## src/rtl/video_pkg.sv

```systemverilog
// Shared definitions for the synthetic video pattern source: pattern codes,
// FSM state encoding and the colour-bar lookup.
package video_pkg;

  // Pattern selection codes
  localparam logic [1:0] PAT_BARS  = 2'd0;
  localparam logic [1:0] PAT_RAMP  = 2'd1;
  localparam logic [1:0] PAT_CHECK = 2'd2;
  localparam logic [1:0] PAT_EDGE  = 2'd3;

  // Line/frame sequencing states
  typedef enum logic [1:0] {
    ST_IDLE   = 2'd0,
    ST_ACTIVE = 2'd1,
    ST_HBLANK = 2'd2,
    ST_VBLANK = 2'd3
  } state_t;

  // Colour bar channel enables, {r, g, b}: each channel is either full scale or 0
  localparam logic [2:0] BAR_WHITE   = 3'b111;
  localparam logic [2:0] BAR_YELLOW  = 3'b110;
  localparam logic [2:0] BAR_CYAN    = 3'b011;
  localparam logic [2:0] BAR_GREEN   = 3'b010;
  localparam logic [2:0] BAR_MAGENTA = 3'b101;
  localparam logic [2:0] BAR_RED     = 3'b100;
  localparam logic [2:0] BAR_BLUE    = 3'b001;
  localparam logic [2:0] BAR_BLACK   = 3'b000;

  // Bar index (left to right) to channel enables
  function automatic logic [2:0] bar_flags(input logic [2:0] idx);
    case (idx)
      3'd0:    bar_flags = BAR_WHITE;
      3'd1:    bar_flags = BAR_YELLOW;
      3'd2:    bar_flags = BAR_CYAN;
      3'd3:    bar_flags = BAR_GREEN;
      3'd4:    bar_flags = BAR_MAGENTA;
      3'd5:    bar_flags = BAR_RED;
      3'd6:    bar_flags = BAR_BLUE;
      default: bar_flags = BAR_BLACK;
    endcase
  endfunction

endpackage

```

## src/rtl/video_pattern_src_if.sv

```systemverilog
// RGB pixel stream between the pattern source (master) and the
// image-processing pipeline (slave).
interface video_pattern_src_if #(
  parameter int DATA_WIDTH = 8
);
  logic                  rgb_valid;
  logic                  rgb_hsync;
  logic                  rgb_vsync;
  logic [DATA_WIDTH-1:0] r;
  logic [DATA_WIDTH-1:0] g;
  logic [DATA_WIDTH-1:0] b;

  modport master (
    output rgb_valid, rgb_hsync, rgb_vsync, r, g, b
  );

  modport slave (
    input rgb_valid, rgb_hsync, rgb_vsync, r, g, b
  );
endinterface

```

## src/rtl/video_pattern_colour.sv

```systemverilog
// Combinational pixel colour generator: maps (pattern, x, y, bar index) to
// r/g/b. Blanking is applied by the caller.
module video_pattern_colour
  import video_pkg::*;
#(
  parameter int DATA_WIDTH = 8,
  parameter int H_ACTIVE   = 640,
  parameter int CHECK_LOG2 = 3,
  parameter int XW         = 10,
  parameter int YW         = 10
) (
  input  logic [1:0]            pattern,
  input  logic [XW-1:0]         x,
  input  logic [YW-1:0]         y,
  input  logic [2:0]            bar_idx,
  output logic [DATA_WIDTH-1:0] r,
  output logic [DATA_WIDTH-1:0] g,
  output logic [DATA_WIDTH-1:0] b
);

  localparam logic [DATA_WIDTH-1:0] MAXV   = '1;
  localparam logic [XW-1:0]         X_HALF = XW'(H_ACTIVE / 2);

  logic                  x_bit;
  logic                  y_bit;
  logic                  use_ramp;
  logic [2:0]            on_flags;
  logic [DATA_WIDTH-1:0] ramp;
  logic [DATA_WIDTH-1:0] chan [3];

  // Checkerboard square selectors; shifting keeps this valid when the
  // square size exceeds the counter width
  assign x_bit = |((x >> CHECK_LOG2) & XW'(1));
  assign y_bit = |((y >> CHECK_LOG2) & YW'(1));

  // Ramp wraps every 2^DATA_WIDTH pixels (truncation) or zero-extends
  assign ramp = DATA_WIDTH'(x);

  // Pattern decode into either a gray ramp or per-channel full/zero enables
  always_comb begin
    use_ramp = 1'b0;
    on_flags = BAR_BLACK;
    case (pattern)
      PAT_BARS:  on_flags = bar_flags(bar_idx);
      PAT_RAMP:  use_ramp = 1'b1;
      PAT_CHECK: on_flags = {3{x_bit ^ y_bit}};
      PAT_EDGE:  on_flags = {3{x >= X_HALF}};
      default:   on_flags = BAR_BLACK;
    endcase
  end

  genvar gi;
  for (gi = 0; gi < 3; gi++) begin : g_chan
    assign chan[gi] = use_ramp ? ramp : (on_flags[gi] ? MAXV : '0);
  end

  assign r = chan[2];
  assign g = chan[1];
  assign b = chan[0];

endmodule

```

## src/rtl/video_pattern_src.sv

```systemverilog
// Synthetic RGB video source: frames of H_ACTIVE x V_ACTIVE pixels with
// horizontal/vertical blanking and four selectable test patterns.
// Optional macro VIDEO_PATTERN_SRC_PIX_DIV2_EN: each beat spans two clock
// cycles; rgb_valid, pixel data and frame_done appear only on the first
// cycle of a beat, syncs hold for both cycles.
module video_pattern_src
  import video_pkg::*;
#(
  parameter int DATA_WIDTH = 8,
  parameter int H_ACTIVE   = 640,
  parameter int V_ACTIVE   = 480,
  parameter int H_BLANK    = 160,
  parameter int V_BLANK    = 45,
  parameter int CHECK_LOG2 = 3
) (
  input  logic                clk,
  input  logic                rst_p,
  input  logic                start,
  input  logic                continuous,
  input  logic [1:0]          pattern_sel,
  video_pattern_src_if.master vid,
  output logic                busy,
  output logic                frame_done
);

  localparam int H_TOTAL = H_ACTIVE + H_BLANK;
  localparam int V_TOTAL = V_ACTIVE + V_BLANK;
  localparam int HW      = $clog2(H_TOTAL);
  localparam int VW      = $clog2(V_TOTAL);
  localparam int BAR_W   = H_ACTIVE / 8;
  localparam int BW      = (BAR_W > 1) ? $clog2(BAR_W) : 1;

  localparam logic [HW-1:0] H_ACT_LAST = HW'(H_ACTIVE - 1);
  localparam logic [HW-1:0] H_LAST     = HW'(H_TOTAL - 1);
  localparam logic [VW-1:0] V_ACT_LAST = VW'(V_ACTIVE - 1);
  localparam logic [VW-1:0] V_LAST     = VW'(V_TOTAL - 1);
  localparam logic [BW-1:0] BAR_LAST   = BW'(BAR_W - 1);

  // Sequencing state: counters describe the beat currently on the outputs
  state_t          state_reg, state_next;
  logic [HW-1:0]   h_cnt_reg, h_cnt_next;
  logic [VW-1:0]   v_cnt_reg, v_cnt_next;
  logic [BW-1:0]   bar_sub_reg, bar_sub_next;
  logic [2:0]      bar_idx_reg, bar_idx_next;
  logic [1:0]      pat_reg, pat_next;
  logic            armed_reg;
  logic            step;

  // Registered outputs and their next values
  logic                  valid_reg, valid_next;
  logic                  hsync_reg, hsync_next;
  logic                  vsync_reg, vsync_next;
  logic                  busy_reg, busy_next;
  logic                  frame_done_reg, frame_done_next;
  logic [DATA_WIDTH-1:0] r_reg, r_next;
  logic [DATA_WIDTH-1:0] g_reg, g_next;
  logic [DATA_WIDTH-1:0] b_reg, b_next;
  logic [DATA_WIDTH-1:0] col_r, col_g, col_b;

`ifdef VIDEO_PATTERN_SRC_PIX_DIV2_EN
  logic phase_reg;

  // Half-rate beat: a beat advances at the end of its second cycle; IDLE
  // reacts to start every cycle so the first pixel follows start directly
  assign step = (state_reg == ST_IDLE) || phase_reg;

  // Beat phase toggle, cleared whenever a beat boundary is taken
  always_ff @(posedge clk or posedge rst_p) begin
    if (rst_p) begin
      phase_reg <= 1'b0;
    end else begin
      phase_reg <= ~step;
    end
  end
`else
  assign step = 1'b1;
`endif

  // Next position in the frame: pixel/line counters, bar sub-counter, state
  always_comb begin
    state_next   = state_reg;
    h_cnt_next   = h_cnt_reg;
    v_cnt_next   = v_cnt_reg;
    bar_sub_next = bar_sub_reg;
    bar_idx_next = bar_idx_reg;
    pat_next     = pat_reg;
    case (state_reg)
      ST_IDLE: begin
        // armed_reg masks a start that coincides with reset release
        if (start && armed_reg) begin
          state_next   = ST_ACTIVE;
          h_cnt_next   = '0;
          v_cnt_next   = '0;
          bar_sub_next = '0;
          bar_idx_next = '0;
          pat_next     = pattern_sel;
        end
      end
      ST_ACTIVE: begin
        h_cnt_next = h_cnt_reg + 1'b1;
        if (h_cnt_reg == H_ACT_LAST) begin
          state_next = ST_HBLANK;
        end else if (bar_sub_reg == BAR_LAST) begin
          bar_sub_next = '0;
          bar_idx_next = bar_idx_reg + 3'd1;
        end else begin
          bar_sub_next = bar_sub_reg + 1'b1;
        end
      end
      ST_HBLANK: begin
        if (h_cnt_reg == H_LAST) begin
          h_cnt_next   = '0;
          v_cnt_next   = v_cnt_reg + 1'b1;
          bar_sub_next = '0;
          bar_idx_next = '0;
          state_next   = (v_cnt_reg == V_ACT_LAST) ? ST_VBLANK : ST_ACTIVE;
        end else begin
          h_cnt_next = h_cnt_reg + 1'b1;
        end
      end
      ST_VBLANK: begin
        if (h_cnt_reg == H_LAST) begin
          h_cnt_next = '0;
          if (v_cnt_reg == V_LAST) begin
            v_cnt_next   = '0;
            bar_sub_next = '0;
            bar_idx_next = '0;
            if (continuous) begin
              state_next = ST_ACTIVE;
              pat_next   = pattern_sel;
            end else begin
              state_next = ST_IDLE;
            end
          end else begin
            v_cnt_next = v_cnt_reg + 1'b1;
          end
        end else begin
          h_cnt_next = h_cnt_reg + 1'b1;
        end
      end
      default: state_next = ST_IDLE;
    endcase
  end

  // Colour for the upcoming position so the pixel registers line up with it
  video_pattern_colour #(
    .DATA_WIDTH (DATA_WIDTH),
    .H_ACTIVE   (H_ACTIVE),
    .CHECK_LOG2 (CHECK_LOG2),
    .XW         (HW),
    .YW         (VW)
  ) u_colour (
    .pattern (pat_next),
    .x       (h_cnt_next),
    .y       (v_cnt_next),
    .bar_idx (bar_idx_next),
    .r       (col_r),
    .g       (col_g),
    .b       (col_b)
  );

  // Output values for the upcoming beat; pixel data is forced to 0 in blanking
  always_comb begin
    valid_next      = (state_next == ST_ACTIVE);
    hsync_next      = (state_next == ST_ACTIVE);
    vsync_next      = (state_next == ST_ACTIVE) || (state_next == ST_HBLANK);
    busy_next       = (state_next != ST_IDLE);
    frame_done_next = (state_next == ST_VBLANK) && (h_cnt_next == H_LAST) &&
                      (v_cnt_next == V_LAST);
    r_next          = valid_next ? col_r : '0;
    g_next          = valid_next ? col_g : '0;
    b_next          = valid_next ? col_b : '0;
  end

  // State, counters and output registers; the second cycle of a half-rate
  // beat drops valid, pixel data and frame_done while syncs hold
  always_ff @(posedge clk or posedge rst_p) begin
    if (rst_p) begin
      state_reg      <= ST_IDLE;
      h_cnt_reg      <= '0;
      v_cnt_reg      <= '0;
      bar_sub_reg    <= '0;
      bar_idx_reg    <= '0;
      pat_reg        <= PAT_BARS;
      armed_reg      <= 1'b0;
      valid_reg      <= 1'b0;
      hsync_reg      <= 1'b0;
      vsync_reg      <= 1'b0;
      busy_reg       <= 1'b0;
      frame_done_reg <= 1'b0;
      r_reg          <= '0;
      g_reg          <= '0;
      b_reg          <= '0;
    end else begin
      armed_reg <= 1'b1;
      if (step) begin
        state_reg      <= state_next;
        h_cnt_reg      <= h_cnt_next;
        v_cnt_reg      <= v_cnt_next;
        bar_sub_reg    <= bar_sub_next;
        bar_idx_reg    <= bar_idx_next;
        pat_reg        <= pat_next;
        valid_reg      <= valid_next;
        hsync_reg      <= hsync_next;
        vsync_reg      <= vsync_next;
        busy_reg       <= busy_next;
        frame_done_reg <= frame_done_next;
        r_reg          <= r_next;
        g_reg          <= g_next;
        b_reg          <= b_next;
      end else begin
        valid_reg      <= 1'b0;
        frame_done_reg <= 1'b0;
        r_reg          <= '0;
        g_reg          <= '0;
        b_reg          <= '0;
      end
    end
  end

  assign vid.rgb_valid = valid_reg;
  assign vid.rgb_hsync = hsync_reg;
  assign vid.rgb_vsync = vsync_reg;
  assign vid.r         = r_reg;
  assign vid.g         = g_reg;
  assign vid.b         = b_reg;
  assign busy          = busy_reg;
  assign frame_done    = frame_done_reg;

endmodule

```

## src/flat_wrapper.sv

```systemverilog
// flat-port wrapper written by rule: the top's interface ports become plain ports
module video_pattern_src_flat import video_pkg::*;
#(
  parameter int DATA_WIDTH = 8,
  parameter int H_ACTIVE   = 640,
  parameter int V_ACTIVE   = 480,
  parameter int H_BLANK    = 160,
  parameter int V_BLANK    = 45,
  parameter int CHECK_LOG2 = 3
)
  (clk, rst_p, start, continuous, pattern_sel, busy, frame_done, vid_rgb_valid, vid_rgb_hsync, vid_rgb_vsync, vid_r, vid_g, vid_b);
  video_pattern_src_if #(.DATA_WIDTH(DATA_WIDTH)) vid_i ();
  input  logic clk;
  input  logic rst_p;
  input  logic start;
  input  logic continuous;
  input  logic [1:0] pattern_sel;
  output logic busy;
  output logic frame_done;
  output wire logic [$bits(vid_i.rgb_valid)-1:0] vid_rgb_valid;
  output wire logic [$bits(vid_i.rgb_hsync)-1:0] vid_rgb_hsync;
  output wire logic [$bits(vid_i.rgb_vsync)-1:0] vid_rgb_vsync;
  output wire logic [$bits(vid_i.r)-1:0] vid_r;
  output wire logic [$bits(vid_i.g)-1:0] vid_g;
  output wire logic [$bits(vid_i.b)-1:0] vid_b;
  assign vid_rgb_valid = vid_i.rgb_valid;
  assign vid_rgb_hsync = vid_i.rgb_hsync;
  assign vid_rgb_vsync = vid_i.rgb_vsync;
  assign vid_r = vid_i.r;
  assign vid_g = vid_i.g;
  assign vid_b = vid_i.b;
  video_pattern_src #(.DATA_WIDTH(DATA_WIDTH), .H_ACTIVE(H_ACTIVE), .V_ACTIVE(V_ACTIVE), .H_BLANK(H_BLANK), .V_BLANK(V_BLANK), .CHECK_LOG2(CHECK_LOG2)) u_core (.clk(clk), .rst_p(rst_p), .start(start), .continuous(continuous), .pattern_sel(pattern_sel), .vid(vid_i), .busy(busy), .frame_done(frame_done));
endmodule
```

## config.mk

```make
export PLATFORM = sky130hd
export DESIGN_NAME = video_pattern_src_flat
export DESIGN_NICKNAME = d
export VERILOG_FILES = /design/src/rtl/video_pkg.sv /design/src/rtl/video_pattern_src_if.sv /design/src/rtl/video_pattern_colour.sv /design/src/rtl/video_pattern_src.sv /design/src/flat_wrapper.sv
export SDC_FILE = /design/constraint.sdc
export NUM_CORES = 1
export LEC_CHECK = 0
export ABC_AREA = 0
export CELL_PAD_IN_SITES_DETAIL_PLACEMENT = 1
export CELL_PAD_IN_SITES_GLOBAL_PLACEMENT = 2
export CORE_ASPECT_RATIO = 0.9
export CORE_MARGIN = 8
export CORE_UTILIZATION = 39
export DETAILED_ROUTE_END_ITERATION = 10
export PLACE_DENSITY = 0.81
export SETUP_SLACK_MARGIN = 0.5
export SKIP_LAST_GASP = 1
export SLEW_MARGIN = 20
export SYNTH_ARGS = -nofsm -noshare
export SYNTH_HDL_FRONTEND = slang
export SYNTH_SLANG_ARGS = --single-unit
```

## constraint.sdc

```tcl
create_clock -name clk -period 8.39 [get_ports clk]
set_input_delay 1.2585 -clock clk [delete_from_list [all_inputs] [get_ports clk]]
set_output_delay 1.2585 -clock clk [all_outputs]
set_load 0.01 [all_outputs]
```

# --- Word-level counts from Yosys, hierarchy flattened ---
# Index checks and enable logic that the tools add are counted.
totals:
  ff_bits: 63
  in_bits: 6
  output_inout_bits: 29
  wordCells: 104
op_classes:
  add_sub_neg: 4
  n_lt_le_gt_ge: 1
  n_eq_ne: 27
  mux: 47
  bitwise: 1
  reduce_logical: 10
ops:
  columns: ["cell", "count"]
  rows:
  - ["$mux 8", 9]
  - ["$mux 10", 6]
  - ["$pmux 10 s3", 2]
  - ["$eq 10x10->1 const B", 5]
  - ["$mux 7", 6]
  - ["$pmux 7 s4", 1]
  - ["$pmux 3 s7", 1]
  - ["$add 10x1->10 const B", 2]
  - ["$mux 2", 10]
  - ["$mux 3", 6]
  - ["$eq 2x2->1 const B", 6]
  - ["$pmux 3 s4", 1]
  - ["$eq 10x9->1 const B", 1]
  - ["$ge 10x9->1 const B", 1]
  - ["$eq 3x3->1 const B", 3]
  - ["$pmux 3 s3", 1]
  - ["$ne 2x1->1 const B", 4]
  - ["$pmux 2 s4", 1]
  - ["$add 7x1->7 const B", 1]
  - ["$eq 7x7->1 const B", 1]
  - ["$eq 2x1->1 const B", 3]
  - ["$eq 3x2->1 const B", 2]
  - ["$reduce_and 5->1", 1]
  - ["$logic_not 2->1", 2]
  - ["11 further kinds", 14]

# --- Logic depth before layout (Yosys ltp) ---
# Gate-level depths: netlist of run 1.
logic_depth:
  depth_word: 10
  ltp_mapped: 13
  mapped_depth_nobuf: 13

# --- Hierarchy ---
# From an unflattened synthesis of run 1, not the netlist that was laid out.
unflattened:
  cells_unflattened: 387
  area_unflattened_um2: 3563.4
modules_own_cells:
  columns: ["mod", "instances", "cells_per_inst", "area_per_inst_um2", "seq_area_each_um2"]
  rows:
  - ["video_pattern_src", 1, 314, 3169.3, 1576.5]
  - ["video_pattern_colour", 1, 73, 394.1, 0.0]

# --- Least setup slack after synthesis of run 1 ---
# No wires, ideal clock.
synth_path:
  kind: "input to register"
  startpoint: "in start"
  endpoint: "reg u_core.frame_done_reg, in the netlist u_core.frame_done"
  setup_time_ns: 0.067
  arrival_time_ns: 2.865
  t_required_ns: 8.323
  setup_slack_ns: 5.458
  path_stages: 10
  n_path_buf: 0
  cell_sequence: "a21boi_1 nor2_1 nand2_1 nand2_1 a32o_1 inv_1 ha_1 nand2_1 nor4_1 and3_1"
synth_via:
  elab_chain_len: 6
  elab_cells_between_ends: 12
  classes_between: "3 x eq/ne; 6 x mux; 3 x reduce/logical"
synth_rtl:
  columns: ["item", "line_no", "source"]
  rows:
  - ["start: declaration", "flat_wrapper.sv:15", "input logic start;"]
  - ["$logic_and 1x1->1", "video_pattern_src.sv:90", "if (start && armed_reg) begin"]
  - ["$mux 2", "video_pattern_src.sv:90", null]
  - ["$pmux 2 s4", "video_pattern_src.sv:87", "case (state_reg)"]
  - ["via u_core.state_next[1]", "video_pattern_src.sv:40", "state_t state_reg, state_next;"]
  - ["$eq 2x2->1", "video_pattern_src.sv:168", "frame_done_next = (state_next == ST_VBLANK) && (h_cnt_next == H_LAST) &&"]
  - ["$logic_and 1x1->1 (2 in a row)", "video_pattern_src.sv:168", null]
  - ["via u_core.frame_done_next", "video_pattern_src.sv:54", "logic frame_done_reg, frame_done_next;"]
  - ["end signal: assignment", "video_pattern_src.sv:207", "frame_done_reg <= frame_done_next;"]
  - ["end: declaration", "video_pattern_src.sv:54", null]
# The timed path passes the listed nets, and every way through them passes these cells.
# A chain may end at the register's enable or synchronous reset.

# --- Final worst setup path of run 1 ---
# Ends and elaborated chain as after synthesis.

==> results.toml, run 1 <==
[status]
outcome = "finished clean"

[power]
combinationalPowerShare_pct = 1.6
p_seq_share_pct = 48.4
power_switching_share_pct = 23.9
leakage_nw = 1.71
power_density_nw_per_um2 = 151
clkPwrFrac_pct = 50.0
p_switching_mw = 0.150
vdd_drop_max_mv = 0.102
internal_power_mw = 0.477

[setup_path]
r2r_cells = 10
cp-start-kind = "input port"
ff2ff_setup_slack_ns = 4.80
cp_data_required_time_ns = 8.68
worstPathArrival_ns = 4.02
path_class = "input port to flop"
worstPathMaxFanout = 10
cp-end-kind = "flop"
r2r_end = "u_core.vid.b[1]$_DFF_PP0_"
reg2reg_from = "u_core.h_cnt_reg[0]$_DFF_PP0_"

[timing]
fin_skew_ns = 0.00975
finalMaxSlewViolations = 0
maxClockFrequency_mhz = 268
setup_viol = 0
tns_ns = 0
post-route-min-period_ns = 3.73
max-slew-margin-rel_pct = 45.2
hold_violations = 0
worstMarginPinSlew_ns = 0.823
rsz0062_at_grt = "no"
finalCritPeriodShare_pct = 44.5
hold_slack_ns = 0.556

[clocking]
cts_max_path_buffers = 2
cts_resized = 0
tritoncts = "yes"
cts_sinks = 63
postCtsSetupBuffers = 0
cts-buffers-inserted = 9
cts_hold_buf = 0
h-tree-depth = 3
clock_latency_ns = 0.35
cts_root_buffer = "clkbuf_8"
path_clk_slew_ns = 0.08

[synth]
ys_types = 66
synth_ff_type = "dfrtp_1"
synth_area_per_cell_um2 = 9.91
async_flop_share_pct = 100
syn_area_um2 = 3480
syn-num-nets = 369
ys_ff_latch = 63
synth_cells = 351
yosysSeqAreaShare_pct = 45.3
yosys_warnings = 0
synth_edf_count = 0

[route]
drc = 0
dr.pass1.iters = 4
routed_wirelength_um = 10300
wl_per_cell_um = 20.2
route.antenna.remaining_nets = 0
viasPerCell = 5.66
vias = 2888
drtIter0Drc = 156

[floorplanning]
ios = 35
start_util_pct = 40.4
die_h_um = 106
die-area_um2 = 12200
die_x_um = 116
coreArea_um2 = 8610
rows = 32

[hold_path]
holdCritStartpoint = "u_core.bar_sub_reg[6]$_DFFE_PP0P_"
hold_path_depth = 2
min_to = "u_core.bar_sub_reg[6]$_DFFE_PP0P_"
hold_class = "flop to flop"

[global_route]
grt_overflow_total = 0
grt_max_degree = 64
track_usage_pct = 17.8
grt_pass1_wl_um = 16900
grt_pass1_vias = 2993
grt_antenna_before_repair = 0

[place]
io_buffers = 34
hpwlAfterDp_um = 7830
gp_congestion = 0.844

[final_layout]
final_common_cell = "dfrtp_1"
syn_to_final_growth_pct = 19.4
seq_area_um2 = 1580
diodes = 0
drive_gt1_share_pct = 11.5
multiInputGateArea_um2 = 1790
n_fill_cell = 977
final_cell_mix = "dfrtp_1 (63), nor2_1 (45), clkdlybuf4s50_1 (34)"
nets = 404

[run]
cap_violations = 0
==> routing by layer <==
metal  GRT usage (%)  wire length, um  vias to the layer above
met3            3.99              413                       12
li1                -                -                     1366
met2            28.0             4770                       51
met4            4.78              124                        0
met5               0                0                        -
met1            24.0             4980                     1459
==> worst max path at each step <==
stage,end,slack (ns),startpoint
floorplan,u_core.frame_done$_DFF_PP0_,5.46,start
global placement,u_core.frame_done$_DFF_PP0_,4.44,start
detailed placement,u_core.frame_done$_DFF_PP0_,4.28,start
CTS,u_core.frame_done$_DFF_PP0_,4.66,start
global route,u_core.frame_done$_DFF_PP0_,4.38,start
finish,u_core.frame_done$_DFF_PP0_,4.66,start
==> worst max-delay path: stages <==
cell and delay, ns:
clkdlybuf4s50_1 0.46, a21boi_1 0.68, nor2_1 0.31, nand2_1 0.14, nand2_1 0.06, a32o_1 0.30
inv_1 0.08, ha_1 0.14, nand2_1 0.06, nor4_1 0.32, and3_1 0.21
==> cells in the mapped netlist, types with 3 or more instances <==
cell / n / share of area [%]
and2_1: 3 / 0.54
o311ai_2: 8 / 3.7
nor2b_1: 3 / 0.54
nor3_1: 7 / 1.0
o21ai_0: 10 / 1.4
and3_1: 7 / 1.3
a21o_1: 3 / 0.65
ha_1: 12 / 4.3
a31o_2: 3 / 0.76
o22ai_1: 3 / 0.54
nand3_1: 11 / 1.6
nor2_1: 45 / 4.9
nand3b_1: 3 / 0.65
a32o_1: 3 / 0.86
xor2_1: 9 / 2.3
clkbuf_1: 6 / 0.65
nand4_1: 10 / 1.8
inv_1: 17 / 1.8
a31oi_1: 8 / 1.4
o31ai_1: 4 / 0.86
nand2b_1: 4 / 0.72
or4_1: 3 / 0.65
a22o_1: 5 / 1.3
o21ai_1: 3 / 0.43
a21oi_1: 12 / 1.7
nand2_1: 30 / 3.2
buf_2: 4 / 0.58
nor4_1: 6 / 1.1
dfrtp_1: 63 / 45
==> per-stage QoR <==
step / cells / setup slack, ns / utilization [%] / total power, mW / instance area, um^2
global placement: 494 / 4.44 / 45.6 / 0.320 / 3930
finish: 510 / 4.66 / 48.2 / 0.628 / 4150
CTS: 510 / 4.66 / 48.2 / 0.635 / 4150
floorplan: 351 / 5.46 / - / 0.315 / 3480
global route: 510 / 4.38 / 48.2 / 0.648 / 4150
detailed placement: 494 / 4.28 / 45.6 / 0.320 / 3930
==> logic make-up after synthesis <==
family	share of synthesized area (%)
xor gates and xnor gates	2.52
other	0.108
DFF	45.3
buffers and inverters	3.27
AOI/OAI and AO/OA	20.1
and+or+nand+nor	23.4
muxes	1.01
adders and majority gates	4.32
==> power groups by stage <==
stage                     registers [mW]  clock network, mW  logic, mW
after floorplan                    0.310                  0    0.00489
after global placement             0.310                  0     0.0102
after detailed placement           0.310                  0     0.0104
after CTS                          0.304              0.321     0.0103
after global routing               0.304              0.332     0.0116
final                              0.304              0.314     0.0100
==> layout make-up <==
| type | count | share of cell area, % |
|---|---|---|
| timing repair buffer | 35 | 8.38 |
| clock buffer | 9 | 2.98 |
| clock inverter | 7 | 2.47 |
| multi-input combinational | 260 | 43.1 |
| tap | 119 | 3.59 |
| sequential | 63 | 38.0 |
| inverter | 17 | 1.54 |
No activity file was read; power rests on OpenSTA's default activity.
==> inputs of run 2 (changes only) <==
--- a/config.mk
+++ b/config.mk
@@ -10,9 +10,9 @@
 export CELL_PAD_IN_SITES_GLOBAL_PLACEMENT = 2
 export CORE_ASPECT_RATIO = 0.9
 export CORE_MARGIN = 8
-export CORE_UTILIZATION = 39
+export CORE_UTILIZATION = 33
 export DETAILED_ROUTE_END_ITERATION = 10
-export PLACE_DENSITY = 0.81
+export PLACE_DENSITY = 0.73
 export SETUP_SLACK_MARGIN = 0.5
 export SKIP_LAST_GASP = 1
 export SLEW_MARGIN = 20
==> constraint.sdc (replaced) <==
create_clock -name clk -period 3.4 [get_ports clk]
set_input_delay 0.51 -clock clk [delete_from_list [all_inputs] [get_ports clk]]
set_output_delay 0.51 -clock clk [all_outputs]
set_load 0.01 [all_outputs]
==> run 2 against run 1 <==
  * Cell area is 17% higher
  * Sequential power is 150% higher
  * Highest routed layer unchanged
  * Global-route usage is 1.8 points lower
  * Register-to-register slack worse by 4.4 ns
  * Routed wire length is 11% higher
  * Critical endpoint unchanged
  * Largest cell class unchanged
  * Sequential share of layout area is 5.3 points lower
  * Worst setup slack worse by 4.3 ns
  * Combinational power grew to 2.8 times the previous value
  * Power grew to 2.9 times the previous value
  * Largest power group unchanged
  * First-iteration DRC count is 47% higher
  * Final cell count is 8.4% higher
==> results.toml, run 2 (synthesis gave the netlist of run 1 again) <==
[hold_path]
hold_path_depth = 2
hold_class = "flop to flop"
holdCritStartpoint = "u_core.bar_sub_reg[1]$_DFFE_PP0P_"
min_to = "u_core.bar_sub_reg[1]$_DFFE_PP0P_"

[setup_path]
worstPathMaxFanout = 4
cp_data_required_time_ns = 3.67
path_class = "flop to flop"
worstPathArrival_ns = 3.27
r2r_cells = 13
cp-start-kind = "flop"
ff2ff_setup_slack_ns = 0.40
reg2reg_from = "u_core.v_cnt_reg[1]$_DFF_PP0_"
cp-end-kind = "flop"
r2r_end = "u_core.frame_done$_DFF_PP0_"

[floorplanning]
die-area_um2 = 14100
ios = 35
start_util_pct = 33.9
coreArea_um2 = 10200
rows = 35
die_x_um = 124
die_h_um = 113

[timing]
tns_ns = 0
finalCritPeriodShare_pct = 88.2
worstMarginPinSlew_ns = 0.949
rsz0062_at_grt = "yes"
fin_skew_ns = 0.00973
maxClockFrequency_mhz = 334
setup_viol = 0
finalMaxSlewViolations = 0
post-route-min-period_ns = 3.00
hold_violations = 0
max-slew-margin-rel_pct = 36.1

[final_layout]
final_cell_mix = "dfrtp_1 (59), nor2_1 (44), clkdlybuf4s50_1 (34)"
diodes = 0
nets = 437
final_common_cell = "dfrtp_1"
syn_to_final_growth_pct = 39.2
drive_gt1_share_pct = 26.2
n_fill_cell = 1132
finish.utilization_pct = 47.3

[global_route]
grt_pass1_vias = 3214
track_usage_pct = 16.0
grt_antenna_before_repair = 0
grt_pass1_wl_um = 18100
grt_max_degree = 36
grt_overflow_total = 0

[route]
viasPerCell = 5.52
route.antenna.remaining_nets = 0
wl_per_cell_um = 20.7
dr.pass1.iters = 4
drc = 0
drtIter0Drc = 230
routed_wirelength_um = 11400
vias = 3051

[clocking]
cts_sinks = 63
path_clk_slew_ns = 0.06
cts-buffers-inserted = 9
h-tree-depth = 3
cts_root_buffer = "clkbuf_16"
clock_latency_ns = 0.34
cts_max_path_buffers = 2
tritoncts = "yes"

[status]
outcome = "finished clean"

[run]
cap_violations = 0

[place]
hpwlAfterDp_um = 8090
io_buffers = 34
gp_congestion = 0.852

[power]
power_density_nw_per_um2 = 373
vdd_drop_max_mv = 0.278
leakage_nw = 1.99
## run 2: critical path, stage by stage, from the launching register on
cell and delay (ns):
dfrtp_1 0.40, inv_2 0.08, ha_4 0.12, or4b_4 0.46
or3_4 0.45, nor2_4 0.13, a31oi_4 0.12, o21ai_2 0.10
a21oi_2 0.08, a31oi_2 0.19, ha_2 0.23, nand2_4 0.06
nor4_4 0.31, and3_1 0.19
## run 2: routing by layer
metal,global-route usage [%],wire length (um)
met4,6.01,149
met1,20.7,5310
met3,4.22,634
met5,0,0
met2,24.9,5340
## run 2: power breakdown
group | internal, mW | switching, mW | leakage [nW] | total [mW]
Sequential | 0.750 | 0.000702 | 0.786 | 0.751
Clock | 0.651 | 0.378 | 0.157 | 1.03
Combinational | 0.00829 | 0.0198 | 1.05 | 0.0281
## run 2: metrics by stage
step	setup slack [ns]	instances	total power, mW	hold slack (ns)	instance area [um^2]
after floorplan	0.567	351	0.777	0.505	3480
after global placement	0.106	520	0.793	0.543	4070
after detailed placement	0.103	520	0.793	0.567	4070
after CTS	0.499	542	1.84	0.576	4590
after global routing	0.324	553	1.87	0.599	4840
final	0.402	553	1.81	0.567	4840
## run 2: worst max-delay path by stage
stage | endpoint | slack, ns | depth (start not counted) | from
2_1_floorplan | u_core.vid.b[0]$_DFF_PP0_ | 0.57 | 12 | u_core.v_cnt_reg[0]$_DFF_PP0_
3_3_place_gp | u_core.frame_done$_DFF_PP0_ | 0.11 | 10 | u_core.h_cnt_reg[5]$_DFF_PP0_
3_5_place_dp | u_core.frame_done$_DFF_PP0_ | 0.10 | 11 | u_core.h_cnt_reg[0]$_DFF_PP0_
4_1_cts | u_core.frame_done$_DFF_PP0_ | 0.50 | 11 | u_core.h_cnt_reg[0]$_DFF_PP0_
5_1_grt | u_core.vid.r[4]$_DFF_PP0_ | 0.32 | 14 | u_core.v_cnt_reg[0]$_DFF_PP0_
6_report | u_core.frame_done$_DFF_PP0_ | 0.40 | 13 | u_core.v_cnt_reg[1]$_DFF_PP0_
## run 2: final cells by class
| class | count | area (um^2) | area share, % |
|---|---|---|---|
| inverter | 17 | 63.8 | 1.32 |
| timing repair buffer | 68 | 621 | 12.8 |
| sequential | 63 | 1580 | 32.7 |
| clock inverter | 7 | 103 | 2.12 |
| clock buffer | 9 | 225 | 4.65 |
| multi-input combinational | 260 | 2090 | 43.1 |
| tap | 129 | 161 | 3.33 |
## run 2: what timing repair did
item / 4_1_cts / 5_1_grt
gates resized for setup: 24 / 36
setup buffers: 6 / 11
hold buffers: 0 / 0
cloned: 0 / 0
endpoints found under the setup margin: 25 / 25
pin swaps: 5 / 18
==> inputs of run 3 (changes only) <==
--- a/config.mk
+++ b/config.mk
@@ -10,12 +10,12 @@
 export CELL_PAD_IN_SITES_GLOBAL_PLACEMENT = 2
 export CORE_ASPECT_RATIO = 0.9
 export CORE_MARGIN = 8
-export CORE_UTILIZATION = 33
+export CORE_UTILIZATION = 34
+export CTS_BUF_LIST = sky130_fd_sc_hd__clkbuf_8
 export DETAILED_ROUTE_END_ITERATION = 10
-export PLACE_DENSITY = 0.73
+export PLACE_DENSITY = 0.75
 export SETUP_SLACK_MARGIN = 0.5
 export SKIP_LAST_GASP = 1
-export SLEW_MARGIN = 20
 export SYNTH_ARGS = -nofsm -noshare
 export SYNTH_HDL_FRONTEND = slang
 export SYNTH_SLANG_ARGS = --single-unit
==> run 3 against run 2 <==
  * Register-to-register slack improved by 0.04 ns
  * Final cell count rose by 1.1%
  * Largest cell class unchanged
  * Die area fell by 2.5%
  * Clock power fell by 26%
  * Worst setup slack improved by 0.043 ns
  * Sequential cell count did not move
  * Cell area fell by 2.7%
  * Core utilization fell by 0.67 points
  * Power fell by 15%
==> results.toml, run 3 (synthesis gave the netlist of run 1 again) <==
[timing]
finalMaxSlewViolations = 0
hold_violations = 0
post-route-min-period_ns = 2.96
fin_skew_ns = 0.0181
worstMarginPinSlew_ns = 0.736
tns_ns = 0
maxClockFrequency_mhz = 338
finalCritPeriodShare_pct = 86.9
rsz0062_at_grt = "yes"
max-slew-margin-rel_pct = 50.4
setup_viol = 0

[final_layout]
final_common_cell = "dfrtp_1"
finish.utilization_pct = 46.6
drive_gt1_share_pct = 24.7
final_cell_mix = "dfrtp_1 (62), nor2_1 (44), buf_4 (38)"
diodes = 0
syn_to_final_growth_pct = 35.5
stdcell_count = 559
nets = 443

[setup_path]
cp-end-kind = "flop"
path_class = "flop to flop"
cp-start-kind = "flop"
worstPathMaxFanout = 7
worstPathArrival_ns = 3.24
cp_data_required_time_ns = 3.68
r2r_cells = 11

[power]
finalPower_mw = 1.53
power_density_nw_per_um2 = 325
vdd_drop_max_mv = 0.185
leakage_nw = 1.93

[floorplanning]
die-area_um2 = 13700
coreArea_um2 = 10100
start_util_pct = 34.4
rows = 35
die_x_um = 123
ios = 35
die_h_um = 112

[route]
drc = 0
dr.pass1.iters = 4
route.antenna.remaining_nets = 0
drtIter0Drc = 227
wl_met2_um = 5190
wl_met3_um = 437
viasPerCell = 5.46
wl_per_cell_um = 19.8
routed_wirelength_um = 11100
vias = 3053
wl_met1_um = 5350
route.top_layer_used = "met4"

[place]
io_buffers = 34
hpwlAfterDp_um = 8300
dp.cells = 531
gp_congestion = 0.878

[global_route]
grt_pass1_vias = 3221
grt_pass1_wl_um = 17900
grt_overflow_total = 0
grt_max_degree = 25
track_usage_pct = 16.7
grt_antenna_before_repair = 0

[clocking]
cts_max_path_buffers = 2
cts-buffers-inserted = 9
clock_latency_ns = 0.35
path_clk_slew_ns = 0.09
tritoncts = "yes"
cts_root_buffer = "clkbuf_8"
h-tree-depth = 3
cts_hold_buf = 0
cts_sinks = 63

[hold_path]
hold_class = "input port to asynchronous set/reset pin"

[status]
outcome = "finished clean"

[run]
cap_violations = 0
run 3: changes by cell type in the layout (fill, tap and decap cells not counted), sizes merged:
| cell | previous run | this run |
|---|---|---|
| buf | 34 | 40 |
| clkinv | 1 | 0 |
| clkinvlp | 1 | 2 |
run 3: path summary, 6_finish.rpt:
check | from | to | slack (ns)
min | rst_p | u_core.v_cnt_reg[4]$_DFF_PP0_ | 0.51
min reg2reg | u_core.bar_sub_reg[6]$_DFFE_PP0P_ | u_core.bar_sub_reg[6]$_DFFE_PP0P_ | 0.56
max | u_core.h_cnt_reg[0]$_DFF_PP0_ | u_core.frame_done$_DFF_PP0_ | 0.44
max in group asynchronous | rst_p | u_core.h_cnt_reg[5]$_DFF_PP0_ | 2.19
min in group clk | u_core.bar_sub_reg[6]$_DFFE_PP0P_ | u_core.bar_sub_reg[6]$_DFFE_PP0P_ | 0.56
max reg2reg | u_core.h_cnt_reg[0]$_DFF_PP0_ | u_core.frame_done$_DFF_PP0_ | 0.44
run 3: routing by layer:
metal | vias to the layer above | global-route usage (%)
met5 | - | 0
met4 | 0 | 4.30
met1 | 1540 | 23.1
met2 | 58 | 26.1
met3 | 12 | 2.93
li1 | 1443 | -
run 3: through the flow:
step,cell area (um^2),hold WS [ns],setup slack [ns]
2_1_floorplan,3480,0.505,0.567
3_3_place_gp,4140,0.529,0.196
3_5_place_dp,4140,0.544,0.110
4_1_cts,4560,0.526,0.478
5_1_grt,4710,0.552,0.349
6_report,4710,0.506,0.445
run 3: worst max-delay path, cell delays in order (launching register included):
cell       delay [ns]
dfrtp_1          0.40
ha_1             0.18
buf_4            0.13
and4_1           0.28
buf_4            0.17
nand4_1          0.31
buf_4            0.27
a31oi_1          0.12
a31o_2           0.13
o2111ai_1        0.22
nor4b_1          0.44
and3_1           0.22
run 3: what timing repair did:
action                     CTS  global route
setup endpoints to repair   26            27
pin swaps                    9            21
gates resized for setup     23            21
buffers inserted             4             8
cloned                       0             0
run 3: report_power, final:
group / switching [mW] / leakage, nW / internal, mW / total [mW]
registers: 0.000628 / 0.790 / 0.749 / 0.750
clock network: 0.337 / 0.107 / 0.420 / 0.758
logic: 0.0188 / 1.03 / 0.00746 / 0.0262
run 3: cell type report:
class | instances | area, um^2
clock buffer | 9 | 124
multi-input combinational | 260 | 2030
inverter | 17 | 63.8
timing repair buffer | 74 | 657
sequential | 63 | 1580
tap | 129 | 161
clock inverter | 7 | 101
fill | 1151 | 5400
